[src/rtl/axi_burst_slave.sv]
// axi_burst_slave
//   AXI4 slave that splits its address space into three windows:
//     CSR      : upper ADDR_W-CSR_AW address bits all zero -> single-beat
//                accesses turned into csr_wen / csr_ren strobes.
//     DMA      : top nibble == DMA_TAG -> bursts streamed straight through
//                to/from the DMA FIFOs with valid/ready pass-through.
//     UNMAPPED : everything else -> DECERR, no side effects.
//   Independent write (W_IDLE/W_DATA/W_RESP) and read
//   (R_IDLE/R_CSR/R_DMA/R_ERR) state machines.
//
// Ports
//   clk, rst                 : single clock, synchronous active-high reset
//   s_axi_aw*/w*/b*          : AXI write address / data / response channels
//   s_axi_ar*/r*             : AXI read address / data channels
//   csr_wen/waddr/wdata/wstrb: CSR write strobe (same cycle as W handshake)
//   csr_ren/raddr, csr_rdata : CSR read strobe, data returned one cycle later
//   dma_wdata/wvalid/wready  : stream into the DMA input FIFO
//   dma_rdata/rvalid/rready  : stream out of the DMA result FIFO
//   busy                     : either state machine away from idle
//   err_pulse, err_count     : per-error-response pulse, saturating counter
module axi_burst_slave #(
  parameter int         DATA_W  = 32,
  parameter int         ADDR_W  = 32,
  parameter int         CSR_AW  = 8,
  parameter logic [3:0] DMA_TAG = 4'h1
) (
  input  logic                  clk,
  input  logic                  rst,
  input  logic [ADDR_W-1:0]     s_axi_awaddr,
  input  logic [1:0]            s_axi_awburst,
  input  logic [7:0]            s_axi_awlen,
  input  logic [2:0]            s_axi_awsize,
  input  logic                  s_axi_awvalid,
  output logic                  s_axi_awready,
  input  logic [DATA_W-1:0]     s_axi_wdata,
  input  logic [DATA_W/8-1:0]   s_axi_wstrb,
  input  logic                  s_axi_wlast,
  input  logic                  s_axi_wvalid,
  output logic                  s_axi_wready,
  output logic [1:0]            s_axi_bresp,
  output logic                  s_axi_bvalid,
  input  logic                  s_axi_bready,
  input  logic [ADDR_W-1:0]     s_axi_araddr,
  input  logic [1:0]            s_axi_arburst,
  input  logic [7:0]            s_axi_arlen,
  input  logic [2:0]            s_axi_arsize,
  input  logic                  s_axi_arvalid,
  output logic                  s_axi_arready,
  output logic [DATA_W-1:0]     s_axi_rdata,
  output logic [1:0]            s_axi_rresp,
  output logic                  s_axi_rlast,
  output logic                  s_axi_rvalid,
  input  logic                  s_axi_rready,
  output logic                  csr_wen,
  output logic [CSR_AW-1:0]     csr_waddr,
  output logic [DATA_W-1:0]     csr_wdata,
  output logic [DATA_W/8-1:0]   csr_wstrb,
  output logic                  csr_ren,
  output logic [CSR_AW-1:0]     csr_raddr,
  input  logic [DATA_W-1:0]     csr_rdata,
  output logic [DATA_W-1:0]     dma_wdata,
  output logic                  dma_wvalid,
  input  logic                  dma_wready,
  input  logic [DATA_W-1:0]     dma_rdata,
  input  logic                  dma_rvalid,
  output logic                  dma_rready,
  output logic                  busy,
  output logic                  err_pulse,
  output logic [15:0]           err_count
);

  typedef enum logic [1:0] {CLS_CSR, CLS_DMA, CLS_UNMAP}  cls_t;
  typedef enum logic [1:0] {W_IDLE, W_DATA, W_RESP}       w_state_t;
  typedef enum logic [1:0] {R_IDLE, R_CSR, R_DMA, R_ERR}  r_state_t;

  localparam logic [1:0] BURST_INCR  = 2'b01;
  localparam logic [1:0] RESP_OKAY   = 2'b00;
  localparam logic [1:0] RESP_SLVERR = 2'b10;
  localparam logic [1:0] RESP_DECERR = 2'b11;

  // CSR wins if both would match (only possible with DMA_TAG == 0).
  function automatic cls_t decode(input logic [ADDR_W-1:0] a);
    cls_t c;
    if (a[ADDR_W-1:CSR_AW] == '0)          c = CLS_CSR;
    else if (a[ADDR_W-1 -: 4] == DMA_TAG)  c = CLS_DMA;
    else                                   c = CLS_UNMAP;
    return c;
  endfunction

  // Transfer size is not used: every beat is treated as a full-width word.
  logic unused;
  assign unused = ^{s_axi_awsize, s_axi_arsize};

  // ---------------------------------------------------------------- write
  w_state_t          w_state, w_next;
  logic [CSR_AW-1:0] aw_addr_q;
  logic [7:0]        aw_len_q;
  cls_t              aw_cls_q, aw_cls;
  logic [7:0]        w_beat_q;
  logic              w_slverr_q;
  logic              awready_i, wready_i, bvalid_i;
  logic              aw_hs, w_hs, b_hs, w_final, beat_err, strb_full;
  logic [1:0]        bresp_i;

  assign aw_cls    = decode(s_axi_awaddr);
  assign strb_full = &s_axi_wstrb;
  assign w_final   = (w_beat_q == aw_len_q);
  // Burst length is counter-driven; a wlast that disagrees with the counter
  // only taints the response.
  assign beat_err  = ((aw_cls_q == CLS_DMA) && !strb_full) || (s_axi_wlast != w_final);

  always_comb begin
    // NOTE: every signal gets a default before the case so no path can infer a latch.
    w_next    = w_state;
    awready_i = 1'b0;
    wready_i  = 1'b0;
    bvalid_i  = 1'b0;
    unique case (w_state)
      W_IDLE: begin
        awready_i = 1'b1;
        if (s_axi_awvalid) w_next = W_DATA;
      end
      W_DATA: begin
        wready_i = (aw_cls_q == CLS_DMA) ? dma_wready : 1'b1;
        if (s_axi_wvalid && wready_i && w_final) w_next = W_RESP;
      end
      W_RESP: begin
        bvalid_i = 1'b1;
        if (s_axi_bready) w_next = W_IDLE;
      end
      default: w_next = W_IDLE;
    endcase
  end

  assign aw_hs   = s_axi_awvalid && awready_i;
  assign w_hs    = s_axi_wvalid && wready_i;
  assign b_hs    = bvalid_i && s_axi_bready;
  assign bresp_i = (aw_cls_q == CLS_UNMAP) ? RESP_DECERR :
                   w_slverr_q              ? RESP_SLVERR : RESP_OKAY;

  always_ff @(posedge clk) begin
    if (rst) begin
      // NOTE: state updates use non-blocking assignments so every register samples pre-edge values.
      w_state    <= W_IDLE;
      aw_addr_q  <= '0;
      aw_len_q   <= '0;
      aw_cls_q   <= CLS_CSR;
      w_beat_q   <= '0;
      w_slverr_q <= 1'b0;
    end else begin
      w_state <= w_next;
      if (aw_hs) begin
        aw_addr_q  <= s_axi_awaddr[CSR_AW-1:0];
        aw_len_q   <= s_axi_awlen;
        aw_cls_q   <= aw_cls;
        w_beat_q   <= '0;
        w_slverr_q <= (s_axi_awburst != BURST_INCR) ||
                      ((aw_cls == CLS_CSR) && (s_axi_awlen != 8'd0));
      end else if (w_hs) begin
        w_beat_q <= w_beat_q + 8'd1;
        if (beat_err) w_slverr_q <= 1'b1;
      end
    end
  end

  // ----------------------------------------------------------------- read
  r_state_t          r_state, r_next;
  logic [CSR_AW-1:0] ar_addr_q;
  logic [7:0]        ar_len_q;
  logic [7:0]        r_beat_q;
  logic              ar_burst_bad_q, ar_unmap_q;
  logic [1:0]        csr_ph_q;   // 0: strobe ren, 1: capture rdata, 2: present beat
  logic [DATA_W-1:0] csr_data_q;
  cls_t              ar_cls;
  logic              arready_i, rvalid_i, rlast_i, dma_rready_i, csr_ren_i;
  logic [DATA_W-1:0] rdata_i;
  logic [1:0]        rresp_i;
  logic              ar_hs, r_hs, r_final;

  assign ar_cls  = decode(s_axi_araddr);
  assign r_final = (r_beat_q == ar_len_q);

  always_comb begin
    r_next       = r_state;
    arready_i    = 1'b0;
    rvalid_i     = 1'b0;
    rlast_i      = 1'b0;
    rdata_i      = '0;
    rresp_i      = RESP_OKAY;
    dma_rready_i = 1'b0;
    csr_ren_i    = 1'b0;
    unique case (r_state)
      R_IDLE: begin
        arready_i = 1'b1;
        if (s_axi_arvalid) begin
          if ((ar_cls == CLS_CSR) && (s_axi_arlen == 8'd0)) r_next = R_CSR;
          else if (ar_cls == CLS_DMA)                        r_next = R_DMA;
          else                                               r_next = R_ERR;
        end
      end
      R_CSR: begin
        csr_ren_i = (csr_ph_q == 2'd0);
        if (csr_ph_q == 2'd2) begin
          rvalid_i = 1'b1;
          rlast_i  = 1'b1;
          rdata_i  = csr_data_q;
        end
      end
      R_DMA: begin
        rvalid_i     = dma_rvalid;
        rdata_i      = dma_rdata;
        dma_rready_i = s_axi_rready;
        rlast_i      = r_final;
        rresp_i      = ar_burst_bad_q ? RESP_SLVERR : RESP_OKAY;
      end
      R_ERR: begin
        rvalid_i = 1'b1;
        rlast_i  = r_final;
        rresp_i  = ar_unmap_q ? RESP_DECERR : RESP_SLVERR;
      end
      default: r_next = R_IDLE;
    endcase
    if ((r_state != R_IDLE) && rvalid_i && s_axi_rready && rlast_i) r_next = R_IDLE;
  end

  assign ar_hs = s_axi_arvalid && arready_i;
  assign r_hs  = rvalid_i && s_axi_rready;

  always_ff @(posedge clk) begin
    if (rst) begin
      r_state        <= R_IDLE;
      ar_addr_q      <= '0;
      ar_len_q       <= '0;
      r_beat_q       <= '0;
      ar_burst_bad_q <= 1'b0;
      ar_unmap_q     <= 1'b0;
      csr_ph_q       <= '0;
      csr_data_q     <= '0;
    end else begin
      r_state <= r_next;
      if (ar_hs) begin
        ar_addr_q      <= s_axi_araddr[CSR_AW-1:0];
        ar_len_q       <= s_axi_arlen;
        r_beat_q       <= '0;
        ar_burst_bad_q <= (s_axi_arburst != BURST_INCR);
        ar_unmap_q     <= (ar_cls == CLS_UNMAP);
        csr_ph_q       <= '0;
      end else begin
        if (r_hs) r_beat_q <= r_beat_q + 8'd1;
        if ((r_state == R_CSR) && (csr_ph_q != 2'd2)) csr_ph_q <= csr_ph_q + 2'd1;
        if ((r_state == R_CSR) && (csr_ph_q == 2'd1)) csr_data_q <= csr_rdata;
      end
    end
  end

  // --------------------------------------------------------------- errors
  logic        w_err_ev, r_err_ev;
  logic [1:0]  err_inc;
  logic [16:0] err_sum;
  logic [15:0] err_cnt_q;

  assign w_err_ev = b_hs && (bresp_i != RESP_OKAY);
  assign r_err_ev = r_hs && rlast_i && (rresp_i != RESP_OKAY);
  assign err_inc  = {1'b0, w_err_ev} + {1'b0, r_err_ev};
  assign err_sum  = {1'b0, err_cnt_q} + {15'd0, err_inc};

  always_ff @(posedge clk) begin
    if (rst)            err_cnt_q <= '0;
    else if (err_sum[16]) err_cnt_q <= 16'hFFFF;
    else                err_cnt_q <= err_sum[15:0];
  end

  // ------------------------------------------------------------- outputs
  // Every output is forced low while rst is high, including the cycle in
  // which reset is first sampled and the registers still hold old state.
  assign s_axi_awready = awready_i & ~rst;
  assign s_axi_wready  = wready_i & ~rst;
  assign s_axi_bvalid  = bvalid_i & ~rst;
  assign s_axi_bresp   = rst ? 2'b00 : (bvalid_i ? bresp_i : RESP_OKAY);
  assign s_axi_arready = arready_i & ~rst;
  assign s_axi_rvalid  = rvalid_i & ~rst;
  assign s_axi_rlast   = rlast_i & ~rst;
  assign s_axi_rresp   = rst ? 2'b00 : rresp_i;
  assign s_axi_rdata   = rst ? '0 : rdata_i;

  assign csr_wen   = ~rst & w_hs & (aw_cls_q == CLS_CSR) & (aw_len_q == 8'd0);
  assign csr_waddr = rst ? '0 : aw_addr_q;
  assign csr_wdata = rst ? '0 : s_axi_wdata;
  assign csr_wstrb = rst ? '0 : s_axi_wstrb;
  assign csr_ren   = csr_ren_i & ~rst;
  assign csr_raddr = rst ? '0 : ar_addr_q;

  // Beats with partial strobes are never handed to the DMA FIFO.
  assign dma_wvalid = ~rst & s_axi_wvalid & (w_state == W_DATA) & (aw_cls_q == CLS_DMA) & strb_full;
  assign dma_wdata  = rst ? '0 : s_axi_wdata;
  assign dma_rready = dma_rready_i & ~rst;

  assign busy      = ~rst & ~((w_state == W_IDLE) && (r_state == R_IDLE));
  assign err_pulse = ~rst & (w_err_ev | r_err_ev);
  assign err_count = rst ? 16'd0 : err_cnt_q;

endmodule

[config.mk]
export PLATFORM = sky130hd
export DESIGN_NAME = axi_burst_slave
export DESIGN_NICKNAME = d
export VERILOG_FILES = /design/src/rtl/axi_burst_slave.sv
export SDC_FILE = /design/constraint.sdc
export NUM_CORES = 1
export LEC_CHECK = 0
export CORE_AREA = 2 2 136 138
export CTS_BUF_LIST = sky130_fd_sc_hd__clkbuf_16
export DETAILED_ROUTE_END_ITERATION = 12
export DIE_AREA = 0 0 138 140
export PLACE_DENSITY = 0.72
export SLEW_MARGIN = 10
export SYNTH_ARGS = -nofsm -noshare
export SYNTH_HDL_FRONTEND = slang
export SYNTH_SLANG_ARGS = --single-unit
export TNS_END_PERCENT = 5
[constraint.sdc]
create_clock -name clk -period 6.23 [get_ports clk]
set_clock_uncertainty 0.1 [all_clocks]
set_input_delay 0.9345 -clock clk [delete_from_list [all_inputs] [get_ports clk]]
set_output_delay 0.9345 -clock clk [all_outputs]
set_load 0.05 [all_outputs]
==> metrics.csv <==
metric,value,unit
status,"complete, no violations",
io_buffer_count,341,
yosysTopAreaCellShare,0.3654,
slew_violations,0,
grt_max_degree,82,
cts_buffers,9,
grt_pass1_vias,5860,
synth.ff_latch_count,107,
initial_core_util,0.3297,
timing.fmax,216.0,MHz
synth_fa_ha_area_frac,0.02689,
tightestPinTransition,786.1,ps
clock_latency,350,ps
ys_top_cells_by_area,"dfxtp_1, nand2_1, a21oi_1, nor2b_1, buf_4",
crit_fanout,10,
htree_num_levels,3,
worstSetupEndpointType,output pin,
clkTransAtPathRegs,70,ps
ioPinCount,348,
syn_nets,988,
die-area,0.01932,mm^2
vias,6122,
synth_common_cells,"nand2_1, dfxtp_1, a21oi_1",
synth.largest_area_cell,dfxtp_1,
grt_pass1_wl,30380,um
netlist_area,0.005862,mm^2
postCtsSetupBuffers,0,
synth_compound_area_frac,0.1432,
fin_setup_tns,0,ps
globalplace.congestion,0.8400,
required,5200,ps
grt.total_usage,0.1911,
hpwlAfterDp,14220,um
cts_max_path_buffers,2,
synth-edff-count,0,
top_layer_used,met4,
post_cts_resize_count,0,
synth_mux_area_frac,0.001708,
wl_met1,8051,um
cts_tree,yes,
synth_simple_gate_area_frac,0.3257,
num_antenna_cells,0,
hold_path.class,flop to flop,
yosys_warnings,0,
drc,0,
gr-total-overflow,0,
firstDrtPassIters,6,
wl,18800,um
start_kind,primary input,
power_density,205.5,mW/mm^2
ys_seq_area_frac,0.3654,
post-route-period-util,0.7431,
reg2reg_slack,2480,ps
hold_buffers,0,
rsz0062_at_grt,false,
syn-instance-count,776,
cap_violations,0,
synthArstFlopShare,0,
antenna_found_initial,0,
post-place-ws,1525,ps
hold_viol,0,
ir_drop,124.1,uV
drt_iter0_markers,239,
dr_wl_met3,1048,um
leakagePower,3.306,nW
critPathArrivalTime,3600,ps
synth_xor_area_frac,0.05528,
relSlewSlack,0.4759,
syn_to_final_growth,62.97,%
fin_ws,1600,ps
core,0.01778,mm^2
critPathKind,primary input to output pin,
synthFlopType,dfxtp_1,
nets,1266,
wl_per_cell,14.61,um
synth.avg_cell_area,7.554,um^2
die_h,140,um
drive_above_1_share,0.03308,
synth.distinct_cells,49,
final_antenna_net_count,0,
root_buffer,clkbuf_16,
synth_most_common_cell,nand2_1,
setup_viol,0,
vias_per_cell,4.757,
synth_top_family_by_area,simple AND/OR/NAND/NOR gates,
die_w,138,um
clock-sinks,107,
wl_met2,9216,um
layout_min_cycle_time,4630,ps
row_count,49,
metrics by stage:
stage	cell area [um^2]	utilization	hold slack, ps	power [mW]	std cells
finish	9553	0.5373	348.8	1.963	1287
global route	9553	0.5373	364.2	2.047	1287
CTS	9553	0.5373	351.3	1.987	1287
detailed placement	9174	0.5160	342.0	1.257	1272
global placement	9174	0.5160	337.7	1.254	1272
floorplan	5862	-	331.8	1.037	776
routing by layer:
metal  vias to the layer above  global-route usage
met3                        29             0.03863
met1                      2753              0.2316
met4                         0             0.07250
met5                         -                   0
li1                       3126                   -
met2                       214              0.3348
cells by family after synthesis:
group / after synthesis
compound gates: 143
xor+xnor: 37
fa+ha+maj: 12
buf+inv: 91
flops: 107
mux: 1
simple gates: 385
path summary, 6_finish.rpt:
path | startpoint | end | cells after the start
hold reg to reg | aw_addr_q[6]$_SDFFE_PP0P_ | aw_addr_q[6]$_SDFFE_PP0P_ | 2
setup reg to reg | r_state[1]$_SDFFE_PP0P_ | err_cnt_q[1]$_SDFF_PP0_ | 12
hold / removal | aw_addr_q[6]$_SDFFE_PP0P_ | aw_addr_q[6]$_SDFFE_PP0P_ | 2
setup / recovery | dma_rvalid | err_pulse | 6
area by class of cell:
type                       count  area (um^2)
tap                          229        286.5
clock inverter                 6        153.9
sequential                   107         2142
clock buffer                   9        225.2
timing repair buffer         349         3471
inverter                       9        33.78
multi-input combinational    578         3241
fill                        1701         8227
layout by cell type (no fill, tap or decap), drive strengths merged, types with 10 or more instances in the layout:
master / synthesis / final
clkdlybuf4s50: 0 / 340
nand2: 148 / 148
dfxtp: 107 / 107
a21oi: 93 / 93
nor2b: 69 / 69
nor2: 68 / 68
a22oi: 32 / 32
xor2: 19 / 19
nor4: 18 / 18
xnor2: 18 / 18
nor3: 17 / 17
nand3: 13 / 13
nand4: 12 / 12
ha: 11 / 11
inv: 9 / 10
critical path, stage by stage:
cell,delay (ps)
clkdlybuf4s50_1,500
a221oi_2,80
nor3b_2,550
nor3b_1,530
o21ba_2,200
clkdlybuf4s50_1,810
power by group:
part	internal [mW]	switching [mW]	total (mW)	leakage, nW
Sequential	0.709	0.0184	0.727	0.869
Clock	0.470	0.253	0.724	0.187
Combinational	0.227	0.285	0.512	2.25
flip-flops by register name, indices dropped and copies added, names as in the netlist:
name,flops
ar_addr_q,8
ar_burst_bad_q,1
ar_len_q,8
ar_unmap_q,1
aw_addr_q,8
aw_cls_q,2
aw_len_q,8
csr_data_q,32
csr_ph_q,2
err_cnt_q,16
r_beat_q,8
r_state,2
w_beat_q,8
w_slverr_q,1
w_state,2
(Power assumes the default switching activity.)
